==> src/rtl/axi4_csr_master.sv <==
// Single-clock AXI4-Lite initiator: one CSR word read or write at a time,
// answered by a one-cycle response pulse, with an optional response timeout.
module axi4_csr_master #(
  parameter int g_addr_bits      = 16,
  parameter int g_timeout_cycles = 1024
) (
  input  logic                   clk_i,
  input  logic                   rst_i,
  input  logic                   req_valid_i,
  output logic                   req_ready_o,
  input  logic                   req_we_i,
  input  logic [g_addr_bits-1:0] req_adr_i,
  input  logic [31:0]            req_dat_i,
  input  logic [3:0]             req_sel_i,
  output logic                   rsp_valid_o,
  output logic                   rsp_err_o,
  output logic [31:0]            rsp_dat_o,
  output logic [31:0]            m_axil_AWADDR,
  output logic                   m_axil_AWVALID,
  input  logic                   m_axil_AWREADY,
  output logic [31:0]            m_axil_WDATA,
  output logic [3:0]             m_axil_WSTRB,
  output logic                   m_axil_WVALID,
  input  logic                   m_axil_WREADY,
  input  logic [1:0]             m_axil_BRESP,
  input  logic                   m_axil_BVALID,
  output logic                   m_axil_BREADY,
  output logic [31:0]            m_axil_ARADDR,
  output logic                   m_axil_ARVALID,
  input  logic                   m_axil_ARREADY,
  input  logic [31:0]            m_axil_RDATA,
  input  logic [1:0]             m_axil_RRESP,
  input  logic                   m_axil_RVALID,
  output logic                   m_axil_RREADY
);

  typedef enum logic [2:0] {
    S_IDLE    = 3'd0,
    S_WR_REQ  = 3'd1,
    S_WR_RESP = 3'd2,
    S_RD_REQ  = 3'd3,
    S_RD_RESP = 3'd4,
    S_DRAIN   = 3'd5
  } state_t;

  localparam int c_cnt_bits = (g_timeout_cycles > 2) ? $clog2(g_timeout_cycles) : 1;
  localparam logic [c_cnt_bits-1:0] c_cnt_last =
    c_cnt_bits'((g_timeout_cycles > 0) ? g_timeout_cycles - 1 : 0);
  localparam bit c_tmo_en = (g_timeout_cycles > 0);

  state_t                r_state;
  logic                  r_is_wr;
  logic [c_cnt_bits-1:0] r_cnt;
  logic [31:0]           r_addr;
  logic [31:0]           r_wdata;
  logic [3:0]            r_wstrb;
  logic                  r_awvalid, r_wvalid, r_bready, r_arvalid, r_rready;
  logic                  r_rsp_valid, r_rsp_err;
  logic [31:0]           r_rsp_dat;

  logic w_aw_hs, w_w_hs, w_ar_hs, w_b_hs, w_r_hs;
  logic w_aw_fin, w_w_fin, w_ar_fin;
  logic w_busy, w_tmo;
  logic w_unused;

  assign w_aw_hs  = r_awvalid & m_axil_AWREADY;
  assign w_w_hs   = r_wvalid & m_axil_WREADY;
  assign w_ar_hs  = r_arvalid & m_axil_ARREADY;
  assign w_b_hs   = r_bready & m_axil_BVALID;
  assign w_r_hs   = r_rready & m_axil_RVALID;
  // A request channel is finished once its VALID is low or handshaking now.
  assign w_aw_fin = ~r_awvalid | w_aw_hs;
  assign w_w_fin  = ~r_wvalid | w_w_hs;
  assign w_ar_fin = ~r_arvalid | w_ar_hs;
  assign w_busy   = (r_state != S_IDLE) && (r_state != S_DRAIN);
  assign w_tmo    = c_tmo_en && w_busy && (r_cnt == c_cnt_last);
  assign w_unused = ^{m_axil_BRESP[0], m_axil_RRESP[0]};

  // Transaction sequencer with registered AXI and response outputs.
  always_ff @(posedge clk_i or posedge rst_i) begin
    if (rst_i) begin
      r_state     <= S_IDLE;
      r_is_wr     <= 1'b0;
      r_cnt       <= '0;
      r_addr      <= 32'h0000_0000;
      r_wdata     <= 32'h0000_0000;
      r_wstrb     <= 4'h0;
      r_awvalid   <= 1'b0;
      r_wvalid    <= 1'b0;
      r_bready    <= 1'b0;
      r_arvalid   <= 1'b0;
      r_rready    <= 1'b0;
      r_rsp_valid <= 1'b0;
      r_rsp_err   <= 1'b0;
      r_rsp_dat   <= 32'h0000_0000;
    end else begin
      r_rsp_valid <= 1'b0;
      if (w_aw_hs) r_awvalid <= 1'b0;
      if (w_w_hs)  r_wvalid  <= 1'b0;
      if (w_ar_hs) r_arvalid <= 1'b0;
      if (w_busy)  r_cnt     <= r_cnt + c_cnt_bits'(1);
      case (r_state)
        S_IDLE: begin
          if (req_valid_i) begin
            r_addr  <= 32'({req_adr_i, 2'b00});
            r_wdata <= req_dat_i;
            r_wstrb <= req_sel_i;
            r_cnt   <= '0;
            r_is_wr <= req_we_i;
            if (req_we_i) begin
              r_awvalid <= 1'b1;
              r_wvalid  <= 1'b1;
              r_state   <= S_WR_REQ;
            end else begin
              r_arvalid <= 1'b1;
              r_state   <= S_RD_REQ;
            end
          end
        end
        S_WR_REQ: begin
          if (w_aw_fin && w_w_fin) begin
            r_bready <= 1'b1;
            r_state  <= S_WR_RESP;
          end
          if (w_tmo) begin
            r_rsp_valid <= 1'b1;
            r_rsp_err   <= 1'b1;
            r_state     <= S_DRAIN;
          end
        end
        S_WR_RESP: begin
          if (w_b_hs) begin
            r_bready    <= 1'b0;
            r_rsp_valid <= 1'b1;
            r_rsp_err   <= m_axil_BRESP[1];
            r_state     <= S_IDLE;
          end else if (w_tmo) begin
            r_rsp_valid <= 1'b1;
            r_rsp_err   <= 1'b1;
            r_state     <= S_DRAIN;
          end
        end
        S_RD_REQ: begin
          if (w_ar_hs) begin
            r_rready <= 1'b1;
            r_state  <= S_RD_RESP;
          end
          if (w_tmo) begin
            r_rsp_valid <= 1'b1;
            r_rsp_err   <= 1'b1;
            r_state     <= S_DRAIN;
          end
        end
        S_RD_RESP: begin
          if (w_r_hs) begin
            r_rready    <= 1'b0;
            r_rsp_valid <= 1'b1;
            r_rsp_err   <= m_axil_RRESP[1];
            r_rsp_dat   <= m_axil_RDATA;
            r_state     <= S_IDLE;
          end else if (w_tmo) begin
            r_rsp_valid <= 1'b1;
            r_rsp_err   <= 1'b1;
            r_state     <= S_DRAIN;
          end
        end
        // Finish the abandoned transaction silently so the slave stays in step.
        S_DRAIN: begin
          if (r_is_wr) begin
            if (w_b_hs) begin
              r_bready <= 1'b0;
              r_state  <= S_IDLE;
            end else if (w_aw_fin && w_w_fin) begin
              r_bready <= 1'b1;
            end
          end else begin
            if (w_r_hs) begin
              r_rready <= 1'b0;
              r_state  <= S_IDLE;
            end else if (w_ar_fin) begin
              r_rready <= 1'b1;
            end
          end
        end
        default: begin
          r_awvalid <= 1'b0;
          r_wvalid  <= 1'b0;
          r_bready  <= 1'b0;
          r_arvalid <= 1'b0;
          r_rready  <= 1'b0;
          r_state   <= S_IDLE;
        end
      endcase
    end
  end

  assign req_ready_o    = (r_state == S_IDLE) & ~rst_i;
  assign rsp_valid_o    = r_rsp_valid;
  assign rsp_err_o      = r_rsp_err;
  assign rsp_dat_o      = r_rsp_dat;
  assign m_axil_AWADDR  = r_addr;
  assign m_axil_AWVALID = r_awvalid;
  assign m_axil_WDATA   = r_wdata;
  assign m_axil_WSTRB   = r_wstrb;
  assign m_axil_WVALID  = r_wvalid;
  assign m_axil_BREADY  = r_bready;
  assign m_axil_ARADDR  = r_addr;
  assign m_axil_ARVALID = r_arvalid;
  assign m_axil_RREADY  = r_rready;

endmodule

==> config.mk <==
export PLATFORM = sky130hd
export DESIGN_NAME = axi4_csr_master
export DESIGN_NICKNAME = d
export VERILOG_FILES = /design/src/rtl/axi4_csr_master.sv
export SDC_FILE = /design/constraint.sdc
export NUM_CORES = 1
export LEC_CHECK = 0
export BUFFER_PORTS_ARGS = -buffer_cell sky130_fd_sc_hd__buf_2
export CORE_ASPECT_RATIO = 2
export CORE_MARGIN = 4
export CORE_UTILIZATION = 30
export DETAILED_ROUTE_END_ITERATION = 10
export PLACE_DENSITY = 0.6
export RECOVER_POWER = 100
export SYNTH_ARGS = -nofsm -noshare
export SYNTH_HDL_FRONTEND = slang
export SYNTH_SLANG_ARGS = --single-unit
export TNS_END_PERCENT = 100
==> constraint.sdc <==
create_clock -name clk_i -period 3.5 [get_ports clk_i]
set_input_delay 0.35 -clock clk_i [delete_from_list [all_inputs] [get_ports clk_i]]
set_output_delay 0.35 -clock clk_i [all_outputs]
set_load 0.01 [all_outputs]
==> flow_metrics.py <==
metrics = {
    "critical_path": {
        "r2r-start": "r_state[2]$_DFFE_PP0P_",
        "critPathMaxStageDelay_ps": 720,
        "regToRegSetupSlack_ps": 1100,
        "criticalPathCategory": "register to register",
        "critPathMostFrequentCell": "nand2_1",
        "required_ps": 3730,
        "r2r-end": "m_axil_WSTRB[2]$_DFFE_PP0P_",
        "cpMaxStageDelayCell": "nand2_1",
        "worstPathMaxFanout": 30,
        "critPathCaptureType": "register",
        "cp-startpoint": "r_state[2]$_DFFE_PP0P_",
        "crit_path_cell_trace": "buf_4 > nor3_1 > nand2_1 > clkbuf_1 > nand2_1 > nand2_1",
        "reg2regPathDepth": 6,
        "cp-start-kind": "register",
        "cp-endpoint": "m_axil_WSTRB[2]$_DFFE_PP0P_",
        "critPathArrivalTime_ps": 2630,
    },
    "detailed_routing": {
        "ant_nets": 0,
        "wl_per_cell_um": 14.44,
        "drc_errors": 0,
        "via_per_inst": 4.374,
        "wl_um": 12360,
        "dr.first_iter.drc_count": 117,
        "firstDrtPassIters": 4,
        "num_vias": 3744,
    },
    "die": {
        "pin_count": 237,
        "num_rows": 64,
        "die-area_um2": 18050,
        "core_area_um2": 15450,
        "die_x_um": 97.03,
        "die_y_um": 186.1,
        "start_util": 0.3077,
    },
    "timing": {
        "hold_viol_final": 0,
        "holdWs_ps": 192.4,
        "finalCritPeriodShare": 0.6870,
        "slew_headroom": -0.5529,
        "fin_crit_ps": 2405,
        "clock.fmax_mhz": 415.9,
        "final.setup.tns_ps": 0,
        "slew_violations": 50,
        "rsz0062_at_grt": "false",
        "worstMarginPinSlew_ps": 2317,
        "fin_skew_ps": 8.797,
        "setup_viol": 0,
    },
    "synth": {
        "synth_top_family_by_area": "simple AND/OR/NAND/NOR gates",
        "synth_simple_gate_area_frac": 0.1963,
        "synth-seq-cells": 105,
        "avgSynthCellArea_um2": 10.12,
        "synthCells": 470,
        "synthDominantCellAreaShare": 0.5525,
        "synth.distinct_cells": 47,
        "yosysWarnings": 0,
        "synth.area.top_cells": "dfrtp_1, nand2_1, buf_4",
        "muxShareOfSynthArea": 0.07814,
        "synth_compound_area_frac": 0.05341,
        "yosys.area.top_type": "dfrtp_1",
        "synth-xor-area-share": 0.01447,
        "synth_ff_type": "dfrtp_1",
        "synthArstFlopShare": 1.000,
        "synthAdderAreaFrac": 0.002631,
        "syn-cell-area_um2": 4756,
        "seq_area_frac_synth": 0.5525,
        "synth_enable_flop_cells": 0,
    },
    "cells_and_area": {
        "fin_nets": 751,
        "synthToLayoutAreaGrowth_pct": 23.41,
        "stdcell_area_um2": 5869,
        "n_fill_cell": 1678,
        "layout-drive-gt1-share": 0.2161,
    },
    "min_path": {
        "holdCritPathClass": "input pin to register",
    },
    "clocking": {
        "cts_tree": "built",
        "cts.sinks": 105,
        "clk_latency_ps": 340,
        "cts_buffers": 9,
        "root_buffer": "clkbuf_16",
        "cts.repair.resized": 0,
        "holdBufCountCts": 0,
        "clkTransAtPathRegs_ps": 70,
        "post_cts_buffers": 0,
        "cts.path.max_buffers": 2,
        "htreeDepth": 3,
    },
    "power": {
        "p_total_mw": 4.663,
        "power.leakage_nw": 2.998,
        "p_seq_frac": 0.420,
        "intPower_mw": 2.871,
        "p_per_area_nw_per_um2": 794.5,
        "peakVddDrop_uv": 336.0,
        "swShare": 0.3843,
        "comb_power_share": 0.353,
        "clkPwrFrac": 0.228,
        "power.switching_mw": 1.792,
    },
    "global_route": {
        "top_usage_layer": "met2",
        "antenna_found_initial": 1,
        "grt_max_degree": 57,
        "grt_use_met1": 0.1429,
        "grt_first_pass_wirelength_um": 20040,
        "grt_pass1_vias": 3908,
        "gr-usage-all-layers": 0.1397,
        "gr-usage-met3": 0.03488,
        "globalRouteMet2Util": 0.2625,
        "grt_overflow": 0,
    },
    "status": {
        "violations": "max-capacitance violations, max-slew violations",
        "status": "finished, violations left",
    },
    "placement": {
        "hpwl_um": 9320,
        "place.port_buffers": 202,
        "place_area_um2": 5744,
        "place_congestion": 0.7861,
    },
    "run": {
        "drv_cap": 1,
    },
}
state kept, by name, indices dropped and copies added (netlist names):
name / flops
m_axil_WDATA: 32
rsp_dat_o: 32
m_axil_ARADDR: 16
r_cnt: 10
m_axil_WSTRB: 4
r_state: 3
m_axil_ARVALID: 1
m_axil_AWVALID: 1
m_axil_BREADY: 1
m_axil_RREADY: 1
m_axil_WVALID: 1
r_is_wr: 1
rsp_err_o: 1
rsp_valid_o: 1
layer usage:
metal / share of wire / routed length (µm) / vias to the layer above
met5: 0 / 0 / -
met4: 0.028 / 343 / 0
met3: 0.068 / 838 / 20
met2: 0.55 / 6841 / 170
met1: 0.35 / 4340 / 1730
li1: - / - / 1824
synth_stat cells, types with 2 or more instances:
master     count
or3_1          2
and2_1         2
nand2b_1       4
buf_1          4
and3_1         3
nor2b_1        4
clkbuf_1       9
mux2_1         7
nand3_1        8
buf_2          6
nand2_1      169
a22oi_1        3
nand4_1        2
o2111ai_1      6
buf_6          3
nand4b_1       2
o21ai_0        8
buf_4         49
a21o_1         2
dfrtp_1      105
and4_1         2
mux2_2        26
xor2_1         6
nor2_1        10
o211ai_1       3
nand3b_1       2
a21oi_1        3
power by group through the flow:
stage | Sequential, mW | Clock [mW] | Combinational, mW
finish | 1.96 | 1.06 | 1.64
global route | 2.03 | 1.16 | 1.86
CTS | 1.95 | 1.11 | 1.86
detailed placement | 1.96 | 0 | 1.86
global placement | 1.95 | 0 | 1.83
floorplan | 2.15 | 0 | 0.979
worst min-delay path by stage:
stage	startpoint	depth (start not counted)	slack, ps	end
after global routing	req_dat_i[21]	3	170	m_axil_WDATA[21]$_DFFE_PP0P_
after global placement	m_axil_WDATA[30]$_DFFE_PP0P_	2	450	m_axil_WDATA[30]$_DFFE_PP0P_
final	req_dat_i[8]	3	190	m_axil_WDATA[8]$_DFFE_PP0P_
after floorplan	req_we_i	1	440	r_state[1]$_DFFE_PP0P_
after CTS	rst_i	2	130	r_is_wr$_DFFE_PP0P_
after detailed placement	m_axil_WDATA[11]$_DFFE_PP0P_	2	460	m_axil_WDATA[11]$_DFFE_PP0P_
stage by stage:
stage / utilization / setup WS, ps / std cells
after CTS: 0.3919 / 1498 / 855
after global placement: 0.3717 / 1549 / 840
after floorplan: - / 389.5 / 501
final: 0.3798 / 1095 / 856
after global routing: 0.3798 / 880.3 / 856
after detailed placement: 0.3717 / 1505 / 840
kinds of logic after synthesis:
group,Yosys count
flip-flops,105
other,1
AND/OR/NAND/NOR,216
multiplexers,33
AO/OA/AOI/OAI,35
XOR/XNOR,7
adder cells (fa/ha/maj),1
buffers and inverters,72
layout make-up:
type                            count  area, µm²  share of cell area
Multi-Input combinational cell    324       1734              0.2955
Tap cell                          198      247.7             0.04221
Antenna cell                        1      2.502           0.0004263
Clock inverter                      3      46.29            0.007887
Inverter                            1      5.005           0.0008527
Clock buffer                       12      266.5             0.04541
Sequential cell                   105       2628              0.4477
Timing Repair Buffer              212      939.7              0.1601
layout by cell type, fill, tap and decap left out, types with 4 or more instances in the layout:
master,n
mux2_2,26
clkbuf_16,9
nor2b_1,4
clkbuf_1,115
conb_1,32
o2111ai_1,6
nand3_1,8
mux2_1,7
nor2_1,10
nand2b_1,4
nand2_1,169
o21ai_0,8
xor2_1,7
dfrtp_1,105
buf_2,93
worst max-delay path: cells and delay by family (launching register included):
kind	cells	cell delay [ps]
buffers and inverters	2	720
AND/OR/NAND/NOR	4	1190
flip-flops	1	360
No activity file was read; power rests on OpenSTA's default activity.
